## src/rtl/sram_arbiter_if.sv

```systemverilog
// Bundle of request, response and memory-side signals around the SRAM arbiter.
// The arbiter connects through the slave modport; the requesters and the
// mapping stage (or a testbench standing in for them) use the master modport.
interface sram_arbiter_if;

   // CPU requester: read/write with ramdisk page
   logic        cpu_req;
   logic        cpu_wr;
   logic [15:0] cpu_addr;
   logic [2:0]  cpu_page;
   logic [7:0]  cpu_wdata;
   logic [7:0]  cpu_rdata;
   logic        cpu_ack;

   // Video fetcher: read-only, always page 0
   logic        vid_req;
   logic [15:0] vid_addr;
   logic [7:0]  vid_rdata;
   logic        vid_ack;

   // Byte bus towards the mapping stage
   logic [15:0] mem_abus;
   logic [2:0]  mem_page;
   logic [7:0]  mem_dout;
   logic        mem_memwr_n;
   logic [7:0]  mem_din;

   // Arbiter status
   logic        busy;

   // Arbiter side
   modport slave (
      input  cpu_req, cpu_wr, cpu_addr, cpu_page, cpu_wdata,
      output cpu_rdata, cpu_ack,
      input  vid_req, vid_addr,
      output vid_rdata, vid_ack,
      output mem_abus, mem_page, mem_dout, mem_memwr_n,
      input  mem_din,
      output busy
   );

   // Requester / memory side
   modport master (
      output cpu_req, cpu_wr, cpu_addr, cpu_page, cpu_wdata,
      input  cpu_rdata, cpu_ack,
      output vid_req, vid_addr,
      input  vid_rdata, vid_ack,
      input  mem_abus, mem_page, mem_dout, mem_memwr_n,
      output mem_din,
      input  busy
   );

endinterface : sram_arbiter_if

```

## src/rtl/sram_arbiter.sv

```systemverilog
// Two-way SRAM byte-bus arbiter: CPU (read/write, paged) and video (read-only).
// Every output is a flop loaded from the next-state logic, so the mapping
// stage sees glitch-free address/page/data/strobe and no input reaches an
// output combinationally. Writes get one setup cycle, WR_CYCLES strobe-low
// cycles and one hold cycle; reads hold the address RD_CYCLES cycles before
// sampling mem_din. Each completion is signalled by a single-cycle ack in DONE.
module sram_arbiter #(
   parameter int unsigned RD_CYCLES = 2,   // legal range 1..15
   parameter int unsigned WR_CYCLES = 2    // legal range 1..15
) (
   input  logic           clk,
   input  logic           reset_n,
   sram_arbiter_if.slave  bus
);

   typedef enum logic [2:0] {
      S_IDLE,
      S_RD,
      S_WR_SETUP,
      S_WR_STROBE,
      S_WR_HOLD,
      S_DONE
   } state_t;

   // Counter start values: the counter runs down to zero inclusive, so the
   // phase lasts (start + 1) cycles.
   localparam logic [3:0] RD_CNT_INIT = 4'(RD_CYCLES - 1);
   localparam logic [3:0] WR_CNT_INIT = 4'(WR_CYCLES - 1);

   // Control state
   state_t      state_q,       state_d;
   logic [3:0]  cnt_q,         cnt_d;
   logic        grant_vid_q,   grant_vid_d;    // current transaction owner
   logic        last_vid_q,    last_vid_d;     // last grant went to video

   // Registered outputs
   logic [15:0] mem_abus_q,    mem_abus_d;
   logic [2:0]  mem_page_q,    mem_page_d;
   logic [7:0]  mem_dout_q,    mem_dout_d;
   logic        mem_memwr_n_q, mem_memwr_n_d;
   logic [7:0]  cpu_rdata_q,   cpu_rdata_d;
   logic [7:0]  vid_rdata_q,   vid_rdata_d;
   logic        cpu_ack_q,     cpu_ack_d;
   logic        vid_ack_q,     vid_ack_d;
   logic        busy_q,        busy_d;

   // Grant decision in IDLE: video wins unless the CPU is also asking and
   // video was served last, which yields strict alternation under load.
   logic grant_vid_now;
   logic grant_cpu_now;

   // Arbitration request decode
   always_comb begin
      grant_vid_now = bus.vid_req && (!bus.cpu_req || !last_vid_q);
      grant_cpu_now = !grant_vid_now && bus.cpu_req;
   end

   // Next-state, counter, bus latch and read-data capture
   always_comb begin
      state_d     = state_q;
      cnt_d       = cnt_q;
      grant_vid_d = grant_vid_q;
      last_vid_d  = last_vid_q;
      mem_abus_d  = mem_abus_q;
      mem_page_d  = mem_page_q;
      mem_dout_d  = mem_dout_q;
      cpu_rdata_d = cpu_rdata_q;
      vid_rdata_d = vid_rdata_q;

      case (state_q)
         S_IDLE: begin
            if (grant_vid_now) begin
               // Video is always a page-0 read; write data is left untouched.
               grant_vid_d = 1'b1;
               last_vid_d  = 1'b1;
               mem_abus_d  = bus.vid_addr;
               mem_page_d  = 3'd0;
               cnt_d       = RD_CNT_INIT;
               state_d     = S_RD;
            end else if (grant_cpu_now) begin
               // CPU request fields are captured here and ignored afterwards.
               grant_vid_d = 1'b0;
               last_vid_d  = 1'b0;
               mem_abus_d  = bus.cpu_addr;
               mem_page_d  = bus.cpu_page;
               mem_dout_d  = bus.cpu_wdata;
               if (bus.cpu_wr) begin
                  state_d = S_WR_SETUP;
               end else begin
                  cnt_d   = RD_CNT_INIT;
                  state_d = S_RD;
               end
            end
         end

         S_RD: begin
            if (cnt_q == 4'd0) begin
               if (grant_vid_q) begin
                  vid_rdata_d = bus.mem_din;
               end else begin
                  cpu_rdata_d = bus.mem_din;
               end
               state_d = S_DONE;
            end else begin
               cnt_d = cnt_q - 4'd1;
            end
         end

         S_WR_SETUP: begin
            cnt_d   = WR_CNT_INIT;
            state_d = S_WR_STROBE;
         end

         S_WR_STROBE: begin
            if (cnt_q == 4'd0) begin
               state_d = S_WR_HOLD;
            end else begin
               cnt_d = cnt_q - 4'd1;
            end
         end

         S_WR_HOLD: begin
            state_d = S_DONE;
         end

         S_DONE: begin
            // No grant here: a request still held during its ack waits for IDLE.
            state_d = S_IDLE;
         end

         default: begin
            state_d = S_IDLE;
         end
      endcase
   end

   // Output flops are loaded from the next state so they line up with it
   always_comb begin
      mem_memwr_n_d = (state_d != S_WR_STROBE);
      busy_d        = (state_d != S_IDLE);
      cpu_ack_d     = (state_d == S_DONE) && !grant_vid_d;
      vid_ack_d     = (state_d == S_DONE) &&  grant_vid_d;
   end

   // State and output registers; reset drops any transaction in flight
   always_ff @(posedge clk or negedge reset_n) begin
      if (!reset_n) begin
         state_q       <= S_IDLE;
         cnt_q         <= 4'd0;
         grant_vid_q   <= 1'b0;
         last_vid_q    <= 1'b0;
         mem_abus_q    <= 16'd0;
         mem_page_q    <= 3'd0;
         mem_dout_q    <= 8'd0;
         mem_memwr_n_q <= 1'b1;
         cpu_rdata_q   <= 8'd0;
         vid_rdata_q   <= 8'd0;
         cpu_ack_q     <= 1'b0;
         vid_ack_q     <= 1'b0;
         busy_q        <= 1'b0;
      end else begin
         state_q       <= state_d;
         cnt_q         <= cnt_d;
         grant_vid_q   <= grant_vid_d;
         last_vid_q    <= last_vid_d;
         mem_abus_q    <= mem_abus_d;
         mem_page_q    <= mem_page_d;
         mem_dout_q    <= mem_dout_d;
         mem_memwr_n_q <= mem_memwr_n_d;
         cpu_rdata_q   <= cpu_rdata_d;
         vid_rdata_q   <= vid_rdata_d;
         cpu_ack_q     <= cpu_ack_d;
         vid_ack_q     <= vid_ack_d;
         busy_q        <= busy_d;
      end
   end

   assign bus.mem_abus    = mem_abus_q;
   assign bus.mem_page    = mem_page_q;
   assign bus.mem_dout    = mem_dout_q;
   assign bus.mem_memwr_n = mem_memwr_n_q;
   assign bus.cpu_rdata   = cpu_rdata_q;
   assign bus.cpu_ack     = cpu_ack_q;
   assign bus.vid_rdata   = vid_rdata_q;
   assign bus.vid_ack     = vid_ack_q;
   assign bus.busy        = busy_q;

endmodule : sram_arbiter

```

## src/flat_wrapper.sv

```systemverilog
// flat-port wrapper written by rule: the top's interface ports become plain ports
module sram_arbiter_flat 
#(
   parameter int unsigned RD_CYCLES = 2,                       
   parameter int unsigned WR_CYCLES = 2                        
)
  (clk, reset_n, bus_cpu_req, bus_cpu_wr, bus_cpu_addr, bus_cpu_page, bus_cpu_wdata, bus_cpu_rdata, bus_cpu_ack, bus_vid_req, bus_vid_addr, bus_vid_rdata, bus_vid_ack, bus_mem_abus, bus_mem_page, bus_mem_dout, bus_mem_memwr_n, bus_mem_din, bus_busy);
  sram_arbiter_if bus_i ();
  input  logic clk;
  input  logic reset_n;
  input wire logic [$bits(bus_i.cpu_req)-1:0] bus_cpu_req;
  input wire logic [$bits(bus_i.cpu_wr)-1:0] bus_cpu_wr;
  input wire logic [$bits(bus_i.cpu_addr)-1:0] bus_cpu_addr;
  input wire logic [$bits(bus_i.cpu_page)-1:0] bus_cpu_page;
  input wire logic [$bits(bus_i.cpu_wdata)-1:0] bus_cpu_wdata;
  output wire logic [$bits(bus_i.cpu_rdata)-1:0] bus_cpu_rdata;
  output wire logic [$bits(bus_i.cpu_ack)-1:0] bus_cpu_ack;
  input wire logic [$bits(bus_i.vid_req)-1:0] bus_vid_req;
  input wire logic [$bits(bus_i.vid_addr)-1:0] bus_vid_addr;
  output wire logic [$bits(bus_i.vid_rdata)-1:0] bus_vid_rdata;
  output wire logic [$bits(bus_i.vid_ack)-1:0] bus_vid_ack;
  output wire logic [$bits(bus_i.mem_abus)-1:0] bus_mem_abus;
  output wire logic [$bits(bus_i.mem_page)-1:0] bus_mem_page;
  output wire logic [$bits(bus_i.mem_dout)-1:0] bus_mem_dout;
  output wire logic [$bits(bus_i.mem_memwr_n)-1:0] bus_mem_memwr_n;
  input wire logic [$bits(bus_i.mem_din)-1:0] bus_mem_din;
  output wire logic [$bits(bus_i.busy)-1:0] bus_busy;
  assign bus_i.cpu_req = bus_cpu_req;
  assign bus_i.cpu_wr = bus_cpu_wr;
  assign bus_i.cpu_addr = bus_cpu_addr;
  assign bus_i.cpu_page = bus_cpu_page;
  assign bus_i.cpu_wdata = bus_cpu_wdata;
  assign bus_cpu_rdata = bus_i.cpu_rdata;
  assign bus_cpu_ack = bus_i.cpu_ack;
  assign bus_i.vid_req = bus_vid_req;
  assign bus_i.vid_addr = bus_vid_addr;
  assign bus_vid_rdata = bus_i.vid_rdata;
  assign bus_vid_ack = bus_i.vid_ack;
  assign bus_mem_abus = bus_i.mem_abus;
  assign bus_mem_page = bus_i.mem_page;
  assign bus_mem_dout = bus_i.mem_dout;
  assign bus_mem_memwr_n = bus_i.mem_memwr_n;
  assign bus_i.mem_din = bus_mem_din;
  assign bus_busy = bus_i.busy;
  sram_arbiter #(.RD_CYCLES(RD_CYCLES), .WR_CYCLES(WR_CYCLES)) u_core (.clk(clk), .reset_n(reset_n), .bus(bus_i));
endmodule
```

## config.mk

```make
export PLATFORM = sky130hd
export DESIGN_NAME = sram_arbiter_flat
export DESIGN_NICKNAME = d
export VERILOG_FILES = /design/src/rtl/sram_arbiter_if.sv /design/src/rtl/sram_arbiter.sv /design/src/flat_wrapper.sv
export SDC_FILE = /design/constraint.sdc
export NUM_CORES = 1
export LEC_CHECK = 0
export ABC_AREA = 1
export BUFFER_PORTS_ARGS = -buffer_cell sky130_fd_sc_hd__clkbuf_2
export CAP_MARGIN = 30
export CORE_UTILIZATION = 48
export DETAILED_ROUTE_END_ITERATION = 16
export HOLD_SLACK_MARGIN = 0.03
export PLACE_DENSITY = 0.78
export SLEW_MARGIN = 20
export SYNTH_ARGS = -nofsm -noshare
export SYNTH_HDL_FRONTEND = slang
export SYNTH_SLANG_ARGS = --single-unit
```

## constraint.sdc

```tcl
create_clock -name clk -period 2 [get_ports clk]
set_input_delay 0.1 -clock clk [delete_from_list [all_inputs] [get_ports clk]]
set_output_delay 0.1 -clock clk [all_outputs]
set_load 0.1 [all_outputs]
```

### After elaboration in Yosys (flattened, before gate mapping)

Index checks and enable logic that the tools add are counted.

* bits in registers: 56
* bits in latches: 0
* RAM bits: 0
* ROM bits: 0
* input port bits: 56
* output and inout bits: 47
* logic and storage cells: 65
* memories: 0

* add/sub/neg operators: 1
* multiply operators: 0
* div/mod/pow operators: 0
* magnitude comparators: 0
* equality and inequality tests: 9
* shift operators: 0
* muxes and demuxes: 20
* bitwise operators: 2
* reduce and logical (&&, ||, !) cells: 20

Operators with widths (number)
* $mux 16: 2
* $mux 3: 6
* $mux 4: 4
* $pmux 3 s5: 1
* $pmux 4 s3: 1
* $reduce_and 3->1: 3
* $eq 3x2->1 const B: 2
* $eq 3x3->1 const B: 2
* $ne 3x2->1 const B: 2
* $reduce_bool 3->1: 2
* $mux 1: 5
* $logic_and 1x1->1: 4
* $logic_not 1->1: 4
* $logic_not 4->1: 1
* $reduce_and 4->1: 1
* $sub 4x1->4 const B: 1
* $eq 3x1->1 const B: 1
* $logic_not 3->1: 1
* $ne 3x1->1 const B: 1
* $mux 2: 1
* $ne 2x2->1 const B: 1
* $not 1->1: 2
* $reduce_and 2->1: 1
* $reduce_bool 2->1: 1
* 2 further kinds: 2

### Longest topological paths before layout

* depth after elaboration: 10
* depth in mapped cells: 10
* depth with buffers taken out: 9

### Worst setup path after synthesis

OpenSTA, ideal clock, no wires.

* path type: reg2reg
* from: register u_core.cnt_q[0]
* to: register u_core.cpu_rdata_q[5], in the netlist u_core.bus.cpu_rdata[5]
* library setup time: 0.122 ns
* arrival: 1.369 ns
* data required time: 1.878 ns
* setup slack: 0.508 ns
* cell stages (with the launch flop): 11
* buffers on the path: 1
* clock period less this slack: 1.492 ns
* cell sequence: dfrtp_1 -> inv_1 -> ha_1 -> nand2_1 -> inv_1 -> nand2_1 -> nor3_2 -> nand2_2 -> buf_6 -> nand2_1 -> o21ai_2

* word-level cells in the longest chain between the ends: 2

RTL lines
* start, declared: line sram_arbiter.sv:32 `logic [3:0] cnt_q, cnt_d;`
* start signal, assigned: line sram_arbiter.sv:163 `cnt_q <= cnt_d;`
* $logic_not 4->1: line sram_arbiter.sv:97 `if (cnt_q == 4'd0) begin`
* $reduce_and 3->1 (no line)
* end signal, assigned: line sram_arbiter.sv:170 `cpu_rdata_q <= cpu_rdata_d;`
* end, declared: line sram_arbiter.sv:41 `logic [7:0] cpu_rdata_q, cpu_rdata_d;`

Every way passes these cells.
A chain may end at the register's enable or synchronous reset.

### Worst setup path after layout

* from: register u_core.cnt_q[0]
* to: register u_core.cpu_rdata_q[0], in the netlist u_core.bus.cpu_rdata[0]

The elaborated chain is that of the path after synthesis.

==> impl_results.md <==
* Status: finished, final reports clean
* Diode count at 0
* Most used cell, CP: nand2_1
* Layout cells sized above 1 at 35.6%
* HPWL Detailed at 3770 um
* Area delta synth->final at 30.0%
* Synth Net Count at 332
* Setup Buffers After CTS at 0
* Async SR Flop Fraction at 100%
* CTS resizes at 0
* Yosys warns at 0
* Unrepaired setup endpoints after global routing: no
* Synth Area in Simple Gates at 22.0%
* Top FF cell, synth: dfrtp_1
* Vias per inst at 4.69
* Number of synthesized flops with an enable pin at 0
* CP delay by family, top: simple AND/OR/NAND/NOR gates
* Initial DRC Count at 75
* CTS Buf Count at 5
* Clock latency on the worst-skew pair at 0.31 ns
* Largest net degree at the start of global routing at 39
* Setup Skew at around 0.012 ns
* IO Pins at 103
* FP Rows at 26
* Unique masters post-synth at 27
* CP Capture Type: flop
* M1 wire length at roughly 2300 um
* Routed wire length at 5310 um
* Commonest cells after routing, fill and taps aside: clkbuf_2, nand2_1, dfrtp_1
* Final setup vio count at 0
* First-pass GRT wire length at 8280 um
* Initial antenna violation count at 0
* Htree depth at 2
* Tmin final at 1.65 ns
* GRT Total Usage at 19.7%
* WP buf/inv at 2
* Clk pin slew, worst setup/hold paths at 0.10 ns
* CTS tree: done
* Crit-path max cell delay at 0.39 ns
* Critical path's slowest cell: dfrtp_1
* Worst endpoint required time at 2.20 ns
* Crit start category: flop
* DIE AREA at ~0.0056 sq mm
* Die height at 74.7 um
* Max Cap Viol at 0
* Crit path cell chain: inv_1, ha_1, nand2_1, inv_1, nand2_1, nor3_2, nand2_2, nand2_1, o21ai_2
* I/O Buffers at 102
* Post-route antenna net violation count at 0
* Crit share post-route at 82.7%
* Fmax at 605 MHz
* Root Buffer Master: clkbuf_8
* Total grt overflow at 0
* Top Layer Used: met4
* CTS hold repair buffers at 11
* Drc violations at 0
* Worst slew pin tran at 0.653 ns
* Worst hold-check path type: in -> reg
* Mux share of post-synthesis cell area at 0%
* Core Region at 0.00511 sq mm
* Hold WS at 0.0280 ns
* Arr. time, crit path at approximately 1.9 ns
* Syn_area_per_cell at 9.24 sq um
* XOR/XNOR share of the synthesized area at 0%
* Die W at around 75 um
* Vias in the first global route at 1992
* Met2 Wirelength at 2560 um
* Main combinational cell family by area after synthesis: simple AND/OR/NAND/NOR gates
* WS Path Type: reg -> reg
* Slew margin rel. at 56.4%
* Final #Nets at 444
* GP Congestion at 0.748
* Via count at 2147
* Mapped Cells at 275
* Synthesized flop and latch total at 56
* Sequential share of the synthesized area at between 50% and 60%
* CP Max Fanout at 16
* Met3 wire length at 367 um
* Final slew viol count at 0
* Post-Syn Area at 0.00254 sq mm
* CTS Sinks at 56
* Final total negative setup slack at 0 ns
* WL per Instance at 11.6 um
* Clock Tree Buf Depth at 2
* Synth Area in Compound Gates at 13.4%
* Count of final hold-check violations at 0
* DR pass1 iterations at 7
* Commonest non-fill, non-tap cell in the layout: clkbuf_2
* Initial Util at around half
* Adder-cell area share of the yosys netlist at less than 1%
## final timing paths
path | slack (ns) | cells after the start | from | to
min in group asynchronous | 0.35 | 2 | reset_n | u_core.bus.mem_abus[6]$_DFFE_PN0P_
worst min-delay path | 0.03 | 3 | bus_cpu_page[2] | u_core.bus.mem_page[2]$_DFFE_PN0P_
worst min register to register | 0.49 | 2 | u_core.bus.vid_rdata[7]$_DFFE_PN0P_ | u_core.bus.vid_rdata[7]$_DFFE_PN0P_
max in group asynchronous | 1.00 | 3 | reset_n | u_core.bus.mem_memwr_n$_DFF_PN1_
worst max-delay path | 0.35 | 9 | u_core.cnt_q[0]$_DFFE_PN0P_ | u_core.bus.cpu_rdata[0]$_DFFE_PN0P_
worst max register to register | 0.35 | 9 | u_core.cnt_q[0]$_DFFE_PN0P_ | u_core.bus.cpu_rdata[0]$_DFFE_PN0P_
## final cells by class
type / instances / area [sq um]
timing repair buffer: 115 / 648
clock inverter: 2 / 38.8
multi-input combinational: 175 / 913
clock buffer: 6 / 82.6
tap: 70 / 87.6
sequential: 56 / 1400
inverter: 34 / 128
fill: 398 / 1810
## flip-flops by register name, summed over array words and instances (netlist names)
| signal | count |
|---|---|
| u_core.cnt_q | 4 |
| u_core.bus.vid_ack | 1 |
| u_core.bus.mem_page | 3 |
| u_core.bus.busy | 1 |
| u_core.bus.mem_abus | 16 |
| u_core.bus.mem_memwr_n | 1 |
| u_core.bus.mem_dout | 8 |
| u_core.state_q | 3 |
| u_core.bus.cpu_rdata | 8 |
| u_core.grant_vid_q | 1 |
| u_core.last_vid_q | 1 |
| u_core.bus.cpu_ack | 1 |
| u_core.bus.vid_rdata | 8 |
## cells by family after synthesis
group / count (synthesis)
AOI/OAI and AO/OA: 53
adders and majority gates: 1
buffers and inverters: 44
DFF: 56
and+or+nand+nor: 121
## cells in the mapped netlist, drive strengths merged, types with 2 or more instances
cell | n | share of area (%)
buf | 10 | 3.8
o21ai | 33 | 7.7
nand2 | 79 | 13
a21oi | 3 | 0.74
nor2 | 11 | 2.1
dfrtp | 55 | 54
o21a | 16 | 4.7
nand3 | 27 | 6.0
or2 | 2 | 0.49
inv | 34 | 5.0
## layer usage
| metal | track usage [%] | vias to the layer above |
|---|---|---|
| met5 | 0 | - |
| met4 | 6.29 | 0 |
| met3 | 4.95 | 7 |
| met2 | 36.2 | 88 |
| met1 | 22.3 | 957 |
| li1 | - | 1095 |
## worst reg2reg max path, cell delays in order, from the launching register on
cell and delay (ns):
dfrtp_1 0.39, inv_1 0.11, ha_1 0.19, nand2_1 0.06
inv_1 0.09, nand2_1 0.07, nor3_2 0.18, nand2_2 0.25
nand2_1 0.15, o21ai_2 0.06
## metrics by stage
step                      setup slack, ns  cell area (sq um)  util, %  cells
after detailed placement            0.367               3070     60.1    439
after CTS                           0.342               3300     64.6    458
after floorplan                     0.508               2540        -    275
after global routing                0.153               3300     64.6    458
after global placement              0.447               3070     60.1    439
final                               0.346               3300     64.6    458
Power is left out: the tool's default activity adds up to more than one toggle a clock period on the data nets, which glitch-free logic cannot reach.
